===== config.mk =====
export PLATFORM = sky130hd
export DESIGN_NAME = mem_wb_hilo
export DESIGN_NICKNAME = d
export VERILOG_FILES = /design/src/rtl/cpu_defs.sv /design/src/rtl/hilo_reg.sv /design/src/rtl/mem_wb_hilo.sv
export SDC_FILE = /design/constraint.sdc
export NUM_CORES = 1
export LEC_CHECK = 0
export BUFFER_PORTS_ARGS = -buffer_cell sky130_fd_sc_hd__buf_2
export CORE_UTILIZATION = 45
export DETAILED_ROUTE_END_ITERATION = 10
export PLACE_DENSITY = 0.76
export REMOVE_ABC_BUFFERS = 1
export SLEW_MARGIN = 40
export SYNTH_ARGS = -nofsm -noshare
export SYNTH_HDL_FRONTEND = slang
export SYNTH_SLANG_ARGS = --single-unit

===== constraint.sdc =====
create_clock -name clk -period 2.25 [get_ports clk]
set_input_delay 0.45 -clock clk [delete_from_list [all_inputs] [get_ports clk]]
set_output_delay 0.45 -clock clk [all_outputs]
set_load 0.02 [all_outputs]

===== src/rtl/cpu_defs.sv =====
// Shared CPU definitions: datapath widths, NOP constants and the WB pipeline bus.
package cpu_defs;
  localparam int REG_ADDR_W = 5;
  localparam int DATA_W     = 64;
  localparam int HILO_W     = 32;

  localparam logic [REG_ADDR_W-1:0] NOP_REG_ADDR  = '0;
  localparam logic [DATA_W-1:0]     ZERO_DWORD    = '0;
  localparam logic [HILO_W-1:0]     ZERO_WORD     = '0;
  localparam logic                  WRITE_ENABLE  = 1'b1;
  localparam logic                  WRITE_DISABLE = 1'b0;

  typedef struct packed {
    logic [REG_ADDR_W-1:0] wd;
    logic                  wreg;
    logic [DATA_W-1:0]     wdata;
    logic [HILO_W-1:0]     hi;
    logic [HILO_W-1:0]     lo;
    logic                  whilo;
  } wb_bus_t;

  localparam wb_bus_t WB_BUBBLE = '{
    wd:    NOP_REG_ADDR,
    wreg:  WRITE_DISABLE,
    wdata: ZERO_DWORD,
    hi:    ZERO_WORD,
    lo:    ZERO_WORD,
    whilo: WRITE_DISABLE
  };
endpackage


===== src/rtl/hilo_reg.sv =====
// Architectural HI/LO register pair; both halves are always written together.
module hilo_reg
  import cpu_defs::*;
#(
  parameter int HILO_W = cpu_defs::HILO_W
) (
  input  logic              clk,
  input  logic              rst,
  input  logic              we,
  input  logic [HILO_W-1:0] hi_i,
  input  logic [HILO_W-1:0] lo_i,
  output logic [HILO_W-1:0] hi_o,
  output logic [HILO_W-1:0] lo_o
);
  always_ff @(posedge clk) begin
    if (rst) begin
      hi_o <= '0;
      lo_o <= '0;
    end else if (we) begin
      hi_o <= hi_i;
      lo_o <= lo_i;
    end
  end
endmodule


===== src/rtl/mem_wb_hilo.sv =====
// MEM/WB pipeline register, architectural HI/LO, EX-stage HI/LO forwarding and
// a saturating count of retired regfile writes.
module mem_wb_hilo #(
  parameter int REG_ADDR_W = cpu_defs::REG_ADDR_W,
  parameter int DATA_W     = cpu_defs::DATA_W,
  parameter int HILO_W     = cpu_defs::HILO_W
) (
  input  logic                  clk,
  input  logic                  rst,
  input  logic                  stall_mem,
  input  logic                  stall_wb,
  input  logic                  flush,
  input  logic [REG_ADDR_W-1:0] mem_wd_i,
  input  logic                  mem_wreg_i,
  input  logic [DATA_W-1:0]     mem_wdata_i,
  input  logic [HILO_W-1:0]     mem_hi_i,
  input  logic [HILO_W-1:0]     mem_lo_i,
  input  logic                  mem_whilo_i,
  output logic [REG_ADDR_W-1:0] wb_wd_o,
  output logic                  wb_wreg_o,
  output logic [DATA_W-1:0]     wb_wdata_o,
  output logic [HILO_W-1:0]     hi_o,
  output logic [HILO_W-1:0]     lo_o,
  output logic [HILO_W-1:0]     hi_fwd_o,
  output logic [HILO_W-1:0]     lo_fwd_o,
  output logic [31:0]           wb_cnt_o
);
  import cpu_defs::*;

  // Field widths come from cpu_defs; the width parameters must agree with it.
  wb_bus_t     wb_q;
  wb_bus_t     mem_bus;
  logic [31:0] wb_cnt;
  logic        wb_retire;

  assign mem_bus = '{
    wd:    mem_wd_i,
    wreg:  mem_wreg_i,
    wdata: mem_wdata_i,
    hi:    mem_hi_i,
    lo:    mem_lo_i,
    whilo: mem_whilo_i
  };

  // A stalled MEM feeding a moving WB must not replay its request: bubble.
  always_ff @(posedge clk) begin
    if (rst)                        wb_q <= WB_BUBBLE;
    else if (flush)                 wb_q <= WB_BUBBLE;
    else if (stall_mem && !stall_wb) wb_q <= WB_BUBBLE;
    else if (!stall_mem)            wb_q <= mem_bus;
  end

  // Flush does not gate the HI/LO commit: WB contents are already final.
  hilo_reg #(.HILO_W(HILO_W)) u_hilo (
    .clk  (clk),
    .rst  (rst),
    .we   (wb_q.whilo && !stall_wb),
    .hi_i (wb_q.hi),
    .lo_i (wb_q.lo),
    .hi_o (hi_o),
    .lo_o (lo_o)
  );

  always_comb begin
    hi_fwd_o = hi_o;
    lo_fwd_o = lo_o;
    if (mem_whilo_i) begin
      hi_fwd_o = mem_hi_i;
      lo_fwd_o = mem_lo_i;
    end else if (wb_q.whilo) begin
      hi_fwd_o = wb_q.hi;
      lo_fwd_o = wb_q.lo;
    end
  end

  // Writes to r0 are dropped by the regfile, so they do not count as retired.
  assign wb_retire = wb_q.wreg && (wb_q.wd != NOP_REG_ADDR) && !stall_wb;

  always_ff @(posedge clk) begin
    if (rst)                          wb_cnt <= '0;
    else if (wb_retire && ~&wb_cnt)   wb_cnt <= wb_cnt + 32'd1;
  end

  assign wb_wd_o    = wb_q.wd;
  assign wb_wreg_o  = wb_q.wreg;
  assign wb_wdata_o = wb_q.wdata;
  assign wb_cnt_o   = wb_cnt;
endmodule


Yosys cells after proc, flatten, opt, wreduce, memory -nomap -nowiden
Index checks and enable logic that the tools add are counted.
{ "totals": {"register_bits": 231, "elab_cells": 24} }
{ "op_classes": {"mux": 4, "n_addsub": 1, "n_reduce_logical": 10} }
{ "op_table": {"columns": ["op", "count"], "rows": [
  ["$mux W32", 4],
  ["$add A32 B1 Y32 const B", 1],
  ["$reduce_and A32 Y1", 1],
  ["$logic_and A1 B1 Y1", 5],
  ["$reduce_bool A5 Y1", 1],
  ["$reduce_or A3 Y1", 1],
  ["$logic_not A1 Y1", 2]
]} }

Depth between registers and ports, before layout
Gate-level depths: netlist of run 1.
{ "depth": {"depth_word": 4, "mapped_depth": 7, "depth_no_buf": 5} }

Cells and area by module
From an unflattened synthesis of run 1, not the netlist that was laid out.
{ "hier_totals": {"hier_cells": 1129, "area_unflattened_um2": 10428.8} }
{ "by_module_without_submodules": {"columns": ["module", "cells_each", "area_per_inst_um2", "instances"], "rows": [
  ["mem_wb_hilo", 923, 8137.8, 1],
  ["hilo_reg", 206, 2290.9, 1]
]} }

Worst setup path before layout of run 1
OpenSTA, ideal clock, no wires.
{ "synth_timing": {"kind": "flip-flop to flip-flop", "startpoint": "reg wb_cnt[0] (netlist: wb_cnt_o[0])", "endpoint": "reg wb_cnt[28] (netlist: wb_cnt_o[28])", "required_time_ps": 2129, "arrival_ps": 2200, "path_slack_ps": -70, "path_buffers": 2, "setup_time_ps": 121, "period_less_slack_ps": 2320, "path_stages_with_launch": 8, "path_cell_list": "dfxtp_1 > ha_1 > buf_1 > nand2_1 > or4_1 > buf_2 > a211oi_1 > mux2_2"} }
{ "synth_between": {"elab_chain_len": 3, "elab_cells_between_ends": 4, "classes_between": "1 x add/sub; 3 x reduce/logical"} }
{ "synth_rtl": {"columns": ["element", "line_no", "source"], "rows": [
  ["from (decl)", "mem_wb_hilo.sv:33", "logic [31:0] wb_cnt;"],
  ["from (signal assigned)", "mem_wb_hilo.sv:81", "else if (wb_retire && ~&wb_cnt) wb_cnt <= wb_cnt + 32'd1;"],
  ["parallel branches: the longest is 3 deep, another holds $add A32 B1 Y32", null, null]
]} }
Parallel ways; which one is timed is not known.
A chain may end at the register's enable or synchronous reset.

Final worst setup path of run 1
{ "layout_timing": {"startpoint": "reg wb_q[0] in the netlist's numbering", "endpoint": "out hi_fwd_o[11]"} }
{ "layout_between": {"elab_chain_len": 2} }
{ "layout_rtl": {"columns": ["element", "line_no", "source"], "rows": [
  ["from (decl)", "mem_wb_hilo.sv:31", "wb_bus_t wb_q;"],
  ["from (signal assigned)", "mem_wb_hilo.sv:50", "else if (!stall_mem) wb_q <= mem_bus;"],
  ["$mux W32", "mem_wb_hilo.sv:70", "end else if (wb_q.whilo) begin"],
  ["$mux W32", "mem_wb_hilo.sv:67", "if (mem_whilo_i) begin"],
  ["to (decl)", "mem_wb_hilo.sv:24", "output logic [HILO_W-1:0] hi_fwd_o,"]
]} }
Every way passes these cells.

==> out/qor.csv, run 1 <==
stage,metric,value,unit
status,outcome,"complete, no violations",
route,routed wire length,29.39,mm
layout,fill cell count,1993,
setup_path,Arrival @ worst endpoint,1.76,ns
timing,endpoints failing setup,0,
timing,fin. max-slew vios,0,
layout,Post-layout nets,1632,
setup_path,CP Capture Type,output port,
route,via-per-instance ratio,5.281,
pwr,NetSw,2.264,mW
route,# DRC,0,
timing,TNS Setup,0,ns
layout,Util after Layout,0.5782,
timing,Least-Margin Pin Slew,0.7378,ns
clock_tree,Sink Count,231,
synth,sequential-to-total area share from yosys stat,0.4461,
floorplanning,die area,0.02365,mm^2
pwr,Clk pwr share,0.451,
synth,Syn Area/Cell,8.588,um^2
pwr,Leak Pwr,5.920,nW
timing,RSZ-0062 raised after global routing,true,
grt,largest net degree at the start of global routing,100,
clock_tree,TritonCTS clock tree,yes,
clock_tree,Post-CTS Hold Fix Bufs,0,
timing,final worst-path setup slack,0.03662,ns
placement,GPL Wtd Cong,0.8747,
floorplanning,io pins,370,
grt,global-route met2 utilization,0.4193,
timing,"Hold Violations, Final",0,
timing,fin crit period,2.213,ns
synth,mapped cell area,0.01037,mm^2
floorplanning,Die Wd,153.8,um
grt,first-pass GRT wire length,46.18,mm
clock_tree,clk slew on worst S/H paths,0.06,ns
synth,post-synthesis cell count,1207,
grt,vias in the first global route,9110,
synth,"EDFF count, synth",0,
setup_path,CP Launch Point,wb_q[0],
synth,synth unique cells,34,
job,max_cap viols,0,
pwr,Max VDD drop,0.0006047,V
timing,slew margin rel.,0.5081,
route,DRT Pass-1 Iters,5,
synth,YS warnings,0,
min_path,Worst Min Path Start,mem_wdata_i[15],
min_path,Hold Crit Class,input pin to register,
clock_tree,Num CTS Buffers,26,
grt,Tot GR Track Use,0.2385,
grt,grt met1 use,0.2835,
pwr,Comb pwr share,0.095,
route,post-route ant nets,0,
pwr,PwrDens,708.2,mW/mm^2
layout,Area Overhead vs Synth,26.28,%
floorplanning,Starting Density,0.4579,
placement,DP Wirelength,20.12,mm
synth,"Top FF cell, synth",dfxtp_1,
placement,DP Cell Count,1746,
pwr,Int Power,7.006,mW
timing,Worst Skew,0.01737,ns
floorplanning,DIE HEIGHT,153.8,um
placement,Port Buf Inserts,369,
timing,fmax,0.4518,GHz
setup_path,RR Startpoint,wb_cnt_o[10],
layout,fraction of layout cells with a size suffix above 1,0.3091,
floorplanning,row cnt,55,
clock_tree,CTS max path bufs,3,
clock_tree,Root Buffer,clkbuf_16,
grt,initial antenna violation count,1,
grt,total grt overflow,0,
pwr,total power,9.270,mW
timing,post-route clock period utilization,0.9837,
layout,non-filler instance count after layout,1796,
setup_path,Worst Path Required,1.80,ns
setup_path,crit path max fanout,9,
synth,post-synthesis sequential element count,231,
clock_tree,worst skew pair latency,0.52,ns
route,DR iter-0 viols,531,
setup_path,Worst Setup Start Kind,register,
grt,met3 usage,0.04228,
route,routed wire length per instance,16.36,um
floorplanning,Core Region,0.02264,mm^2
clock_tree,H-tree depth,1,
setup_path,critical path type,register to output port,
synth,Async SR Flop Fraction,0,
layout,ANT cells,0,
placement,DP Worst Slack,0.07353,ns
route,via count,9485,
pwr,sequential share of power,0.453,
grt,grt peak-use layer,met2,
pwr,switch share,0.2442,
==> layer usage <==
| layer | part of all wire | up-vias |
|---|---|---|
| met3 | 0.057 | 71 |
| met4 | 0.040 | 2 |
| met5 | 0.00037 | - |
| met1 | 0.41 | 4451 |
| met2 | 0.49 | 354 |
| li1 | - | 4607 |
==> what timing repair did <==
| item | 4_1_cts | 5_1_grt |
|---|---|---|
| resized for setup | 2 | 20 |
| setup buffers | 2 | 0 |
| endpoints found under the hold margin | 0 | 0 |
| setup endpoints to repair | 48 | 20 |
| pin swaps | 0 | 0 |
==> layout make-up <==
cell class,count,area (um^2),share of cell area
inverter,1,3.754,0.0002868
multi-input combinational,822,4930,0.3766
tap,285,356.6,0.02724
clock inverter,9,53.80,0.004110
clock buffer,39,812.0,0.06203
sequential,231,4628,0.3536
timing repair buffer,409,2306,0.1762
==> cells by family after synthesis <==
| group | count (synthesis) | synth area share |
|---|---|---|
| fa+ha+maj | 1 | 0.001207 |
| mux | 202 | 0.1954 |
| simple gates | 429 | 0.1801 |
| compound gates | 190 | 0.09608 |
| flops | 231 | 0.4461 |
| buf+inv | 154 | 0.08111 |
==> power groups by stage <==
| stage | registers, mW | clock network [mW] | logic, mW |
|---|---|---|---|
| after global routing | 4.21 | 4.42 | 0.946 |
| after CTS | 4.20 | 4.28 | 0.880 |
| final | 4.20 | 4.18 | 0.883 |
| after floorplan | 4.34 | 0 | 0.356 |
| after global placement | 4.29 | 0 | 0.855 |
| after detailed placement | 4.29 | 0 | 0.869 |
==> critical path: stages (launching register included) <==
cell	delay (ns)
dfxtp_4	0.41
buf_4	0.24
mux2i_2	0.30
o21ai_1	0.12
buf_2	0.17
==> cells in the mapped netlist, types with 11 or more instances <==
cell type | n | share of area
a21oi_1 | 93 | 0.045
buf_1 | 22 | 0.0080
buf_4 | 69 | 0.050
clkbuf_1 | 59 | 0.021
dfxtp_1 | 231 | 0.45
mux2i_1 | 199 | 0.19
nand2_1 | 208 | 0.075
nand3_1 | 11 | 0.0053
nand4_1 | 11 | 0.0066
nor2_1 | 142 | 0.051
o21ai_0 | 77 | 0.037
o31ai_1 | 16 | 0.012
or3_1 | 14 | 0.0084
or4_1 | 16 | 0.012
==> worst paths after layout <==
check                                        to  slack [ns]  depth (start not counted)
worst max register to register     wb_cnt_o[30]        0.15                          5
worst min register to register  u_hilo.hi_o[29]        0.46                          2
worst max-delay path               hi_fwd_o[11]        0.04                          4
worst min-delay path             wb_wdata_o[15]        0.16                          3
==> state kept, by name, summed over array words and instances (netlist names) <==
name and count:
wb_wd_o 5, wb_q 65, wb_cnt_o 32, u_hilo.lo_o 32, wb_wdata_o 64, u_hilo.hi_o 32
wb_wreg_o 1
==> cell usage in the layout, fill, tap and decap left out, types with 15 or more instances in the layout <==
| cell | count |
|---|---|
| o31ai_1 | 16 |
| o21ai_0 | 63 |
| clkbuf_16 | 28 |
| dfxtp_1 | 230 |
| mux2i_1 | 198 |
| nor2_1 | 142 |
| nand2_1 | 208 |
| buf_4 | 34 |
| a21oi_1 | 93 |
| or4_1 | 15 |
| buf_2 | 363 |
| o21ai_1 | 15 |
==> per-stage QoR <==
step                area [um^2]  hold slack, ns
floorplan                  9529          0.4381
global placement          12180          0.4512
detailed placement        12180          0.4582
CTS                       13060          0.1358
global route              13090          0.1387
finish                    13090          0.1559
(Power assumes the default switching activity.)
==> run 2: changes to the inputs <==
Settings changed: CORE_UTILIZATION 45 to 50, PLACE_DENSITY 0.76 to 0.8.
Clock period 2.25 ns to 2.3 ns, I/O delays scaled along.
==> run 2 against run 1 <==
Net effect: core utilization is 5.9 points higher; non-clock buffer count shrank 10; setup slack better by 0.048 ns; sequential power is 2% lower; final cell count fell by 1.7%; first-iteration DRC count is 5.3% lower; power is 5.3% lower; via count is 0.15% lower; clock skew shrank 0.0082 ns.
==> out/qor.csv, run 2 (same netlist as run 1, synthesis figures left out) <==
stage,metric,value,unit,change
setup_path,Worst Reg-to-Reg Cells,5,,unchanged
timing,Least-Margin Pin Slew,0.4914,ns,was 0.7378 ns
setup_path,CP Launch Point,wb_q[0],,unchanged
floorplanning,die area,0.02131,mm^2,was 0.02365 mm^2
route,via-per-instance ratio,5.363,,was 5.281
grt,first-pass GRT wire length,45.15,mm,was 46.18 mm
setup_path,worst-path cell chain,buf_16 -> mux2i_1 -> o21ai_0 -> buf_2,,was buf_4 -> mux2i_2 -> o21ai_1 -> buf_2
setup_path,critical path type,register to output port,,unchanged
timing,fin. max-slew vios,0,,unchanged
pwr,Max VDD drop,0.0006115,V,was 0.0006047 V
setup_path,CP Capture Type,output port,,unchanged
placement,Port Buf Inserts,369,,unchanged
grt,total grt overflow,0,,unchanged
pwr,PwrDens,679.1,mW/mm^2,was 708.2 mW/mm^2
route,met3 routed WL,1.859,mm,was 1.684 mm
route,wire length on met1,11.82,mm,was 12.15 mm
layout,most frequent cells in the layout,"buf_2 (366), dfxtp_1 (229), nand2_1 (208)",,"was buf_2 (363), dfxtp_1 (230), nand2_1 (208)"
timing,RSZ-0062 raised after global routing,false,,was true
route,# DRC,0,,unchanged
setup_path,worst flop-to-flop path endpoint,wb_cnt_o[30],,unchanged
placement,DP Wirelength,19.84,mm,was 20.12 mm
grt,vias in the first global route,9079,,was 9110
route,routed wire length per instance,16.13,um,was 16.36 um
floorplanning,Core Region,0.02030,mm^2,was 0.02264 mm^2
min_path,Hold Path End,wb_wdata_o[18],,was wb_wdata_o[15]
floorplanning,Die Wd,146.0,um,was 153.8 um
layout,fraction of layout cells with a size suffix above 1,0.3015,,was 0.3091
setup_path,Worst Setup Start Kind,register,,unchanged
floorplanning,Starting Density,0.5107,,was 0.4579
clock_tree,worst skew pair latency,0.51,ns,was 0.52 ns
timing,endpoints failing setup,0,,unchanged
pwr,Leak Pwr,5.842,nW,was 5.920 nW
min_path,Hold Crit Class,input pin to register,,unchanged
floorplanning,DIE HEIGHT,146.0,um,was 153.8 um
layout,"leading cell type in the layout, fill and taps excluded",buf_2,,unchanged
timing,fin crit period,2.215,ns,
route,met2 WL,13.51,mm,was 14.35 mm
layout,Top reg by flops,wb_q,,unchanged
timing,TNS Setup,0,ns,unchanged
clock_tree,CTS max path bufs,3,,unchanged
clock_tree,TritonCTS clock tree,yes,,unchanged
clock_tree,H-tree depth,1,,unchanged
timing,slew margin rel.,0.6724,,was 0.5081
setup_path,FF-to-FF setup slack,0.12,ns,was 0.15 ns
grt,initial antenna violation count,0,,was 1
timing,"Hold Violations, Final",0,,unchanged
setup_path,max incr delay on CP,0.41,ns,about the same
floorplanning,row cnt,52,,was 55
layout,ANT cells,0,,unchanged
setup_path,RR Startpoint,wb_cnt_o[4],,was wb_cnt_o[10]
timing,fmax,0.4514,GHz,
grt,Tot GR Track Use,0.2561,,was 0.2385
route,routed wire length,28.49,mm,was 29.39 mm
placement,GPL Wtd Cong,0.9014,,was 0.8747
layout,Post-layout nets,1621,,was 1632
route,DR top layer,met4,,was met5
layout,Final Cell Area,0.01293,mm^2,was 0.01309 mm^2
route,via count,9471,,was 9485
floorplanning,io pins,370,,unchanged
layout,Area Overhead vs Synth,24.71,%,was 26.28%
route,post-route ant nets,0,,unchanged
timing,post-route clock period utilization,0.9632,,
clock_tree,Root Buffer,clkbuf_16,,unchanged
placement,dpl cell area,0.01211,mm^2,was 0.01218 mm^2
job,max_cap viols,0,,unchanged
status,outcome,"complete, no violations",,unchanged
clock_tree,Num CTS Buffers,25,,was 26
setup_path,Slowest cell on crit path,dfxtp_4,,unchanged
setup_path,Worst Path Required,1.84,ns,was 1.80 ns
route,DRT Pass-1 Iters,7,,was 5
timing,Worst Skew,0.009138,ns,was 0.01737 ns
clock_tree,Post-CTS Hold Fix Bufs,0,,unchanged
layout,max reg flops,65,,unchanged
setup_path,crit path max fanout,20,,was 9
clock_tree,clk slew on worst S/H paths,0.06,ns,about the same
setup_path,Arrival @ worst endpoint,1.76,ns,about the same
min_path,WHS Path Cells,3,,unchanged
route,DR iter-0 viols,503,,was 531
min_path,Worst Min Path Start,mem_wdata_i[18],,was mem_wdata_i[15]
grt,largest net degree at the start of global routing,100,,unchanged
clock_tree,Sink Count,231,,unchanged
-- run 2: timing repair --
item                       4_1_cts  5_1_grt
pin swaps                        0        0
setup endpoints to repair        1        6
gates cloned                     1        0
resized for setup                1        3
setup buffers                    0        0
hold endpoints to repair         0        0
-- run 2: area by class of cell --
type | count | area (um^2)
clock inverter | 5 | 28.78
fill | 1682 | 7372
tap | 270 | 337.8
sequential | 231 | 4629
inverter | 1 | 3.754
clock buffer | 38 | 754.5
multi-input combinational | 822 | 4925
timing repair buffer | 399 | 2248
-- run 2: worst max-delay path by stage --
stage | to | slack, ns | cells past startpoint
floorplan | wb_q[0] | -2.93 | 3
global placement | wb_cnt_o[26] | 0.09 | 7
detailed placement | wb_cnt_o[22] | 0.06 | 7
CTS | wb_cnt_o[30] | 0.08 | 5
global route | wb_cnt_o[22] | 0.001 | 6
finish | lo_fwd_o[22] | 0.08 | 4
-- run 2: worst max-delay path: cells and delay by family (launching register included) --
kind                   cells  cell delay [ns]
multiplexers               1             0.10
flip-flops                 1             0.41
AO/OA/AOI/OAI              1             0.29
buffers and inverters      2             0.44
-- run 2: stage by stage --
stage	hold WS, ns	utilization	std cells	total power, mW	setup slack, ns
6_report	0.1769	0.6368	1766	8.779	0.08464
5_1_grt	0.1649	0.6368	1766	9.090	0.001020
4_1_cts	0.1617	0.6369	1766	8.857	0.08051
3_5_place_dp	0.4601	0.5963	1722	5.040	0.06194
3_3_place_gp	0.4505	0.5963	1722	5.024	0.09221
2_1_floorplan	0.4381	-	1054	4.595	-2.934
-- run 2: power by group --
| part | internal [mW] | total (mW) | switching, mW | leakage [nW] |
|---|---|---|---|---|
| logic | 0.345 | 0.853 | 0.508 | 3.58 |
| clock network | 2.24 | 3.81 | 1.57 | 0.392 |
| registers | 4.07 | 4.11 | 0.0435 | 1.87 |
-- run 2: routing by layer --
layer  GRT usage  vias to the layer above
met5           0                        -
met4      0.1260                        0
met3     0.04639                       88
met2      0.4392                      378
met1      0.3087                     4416
li1            -                     4589
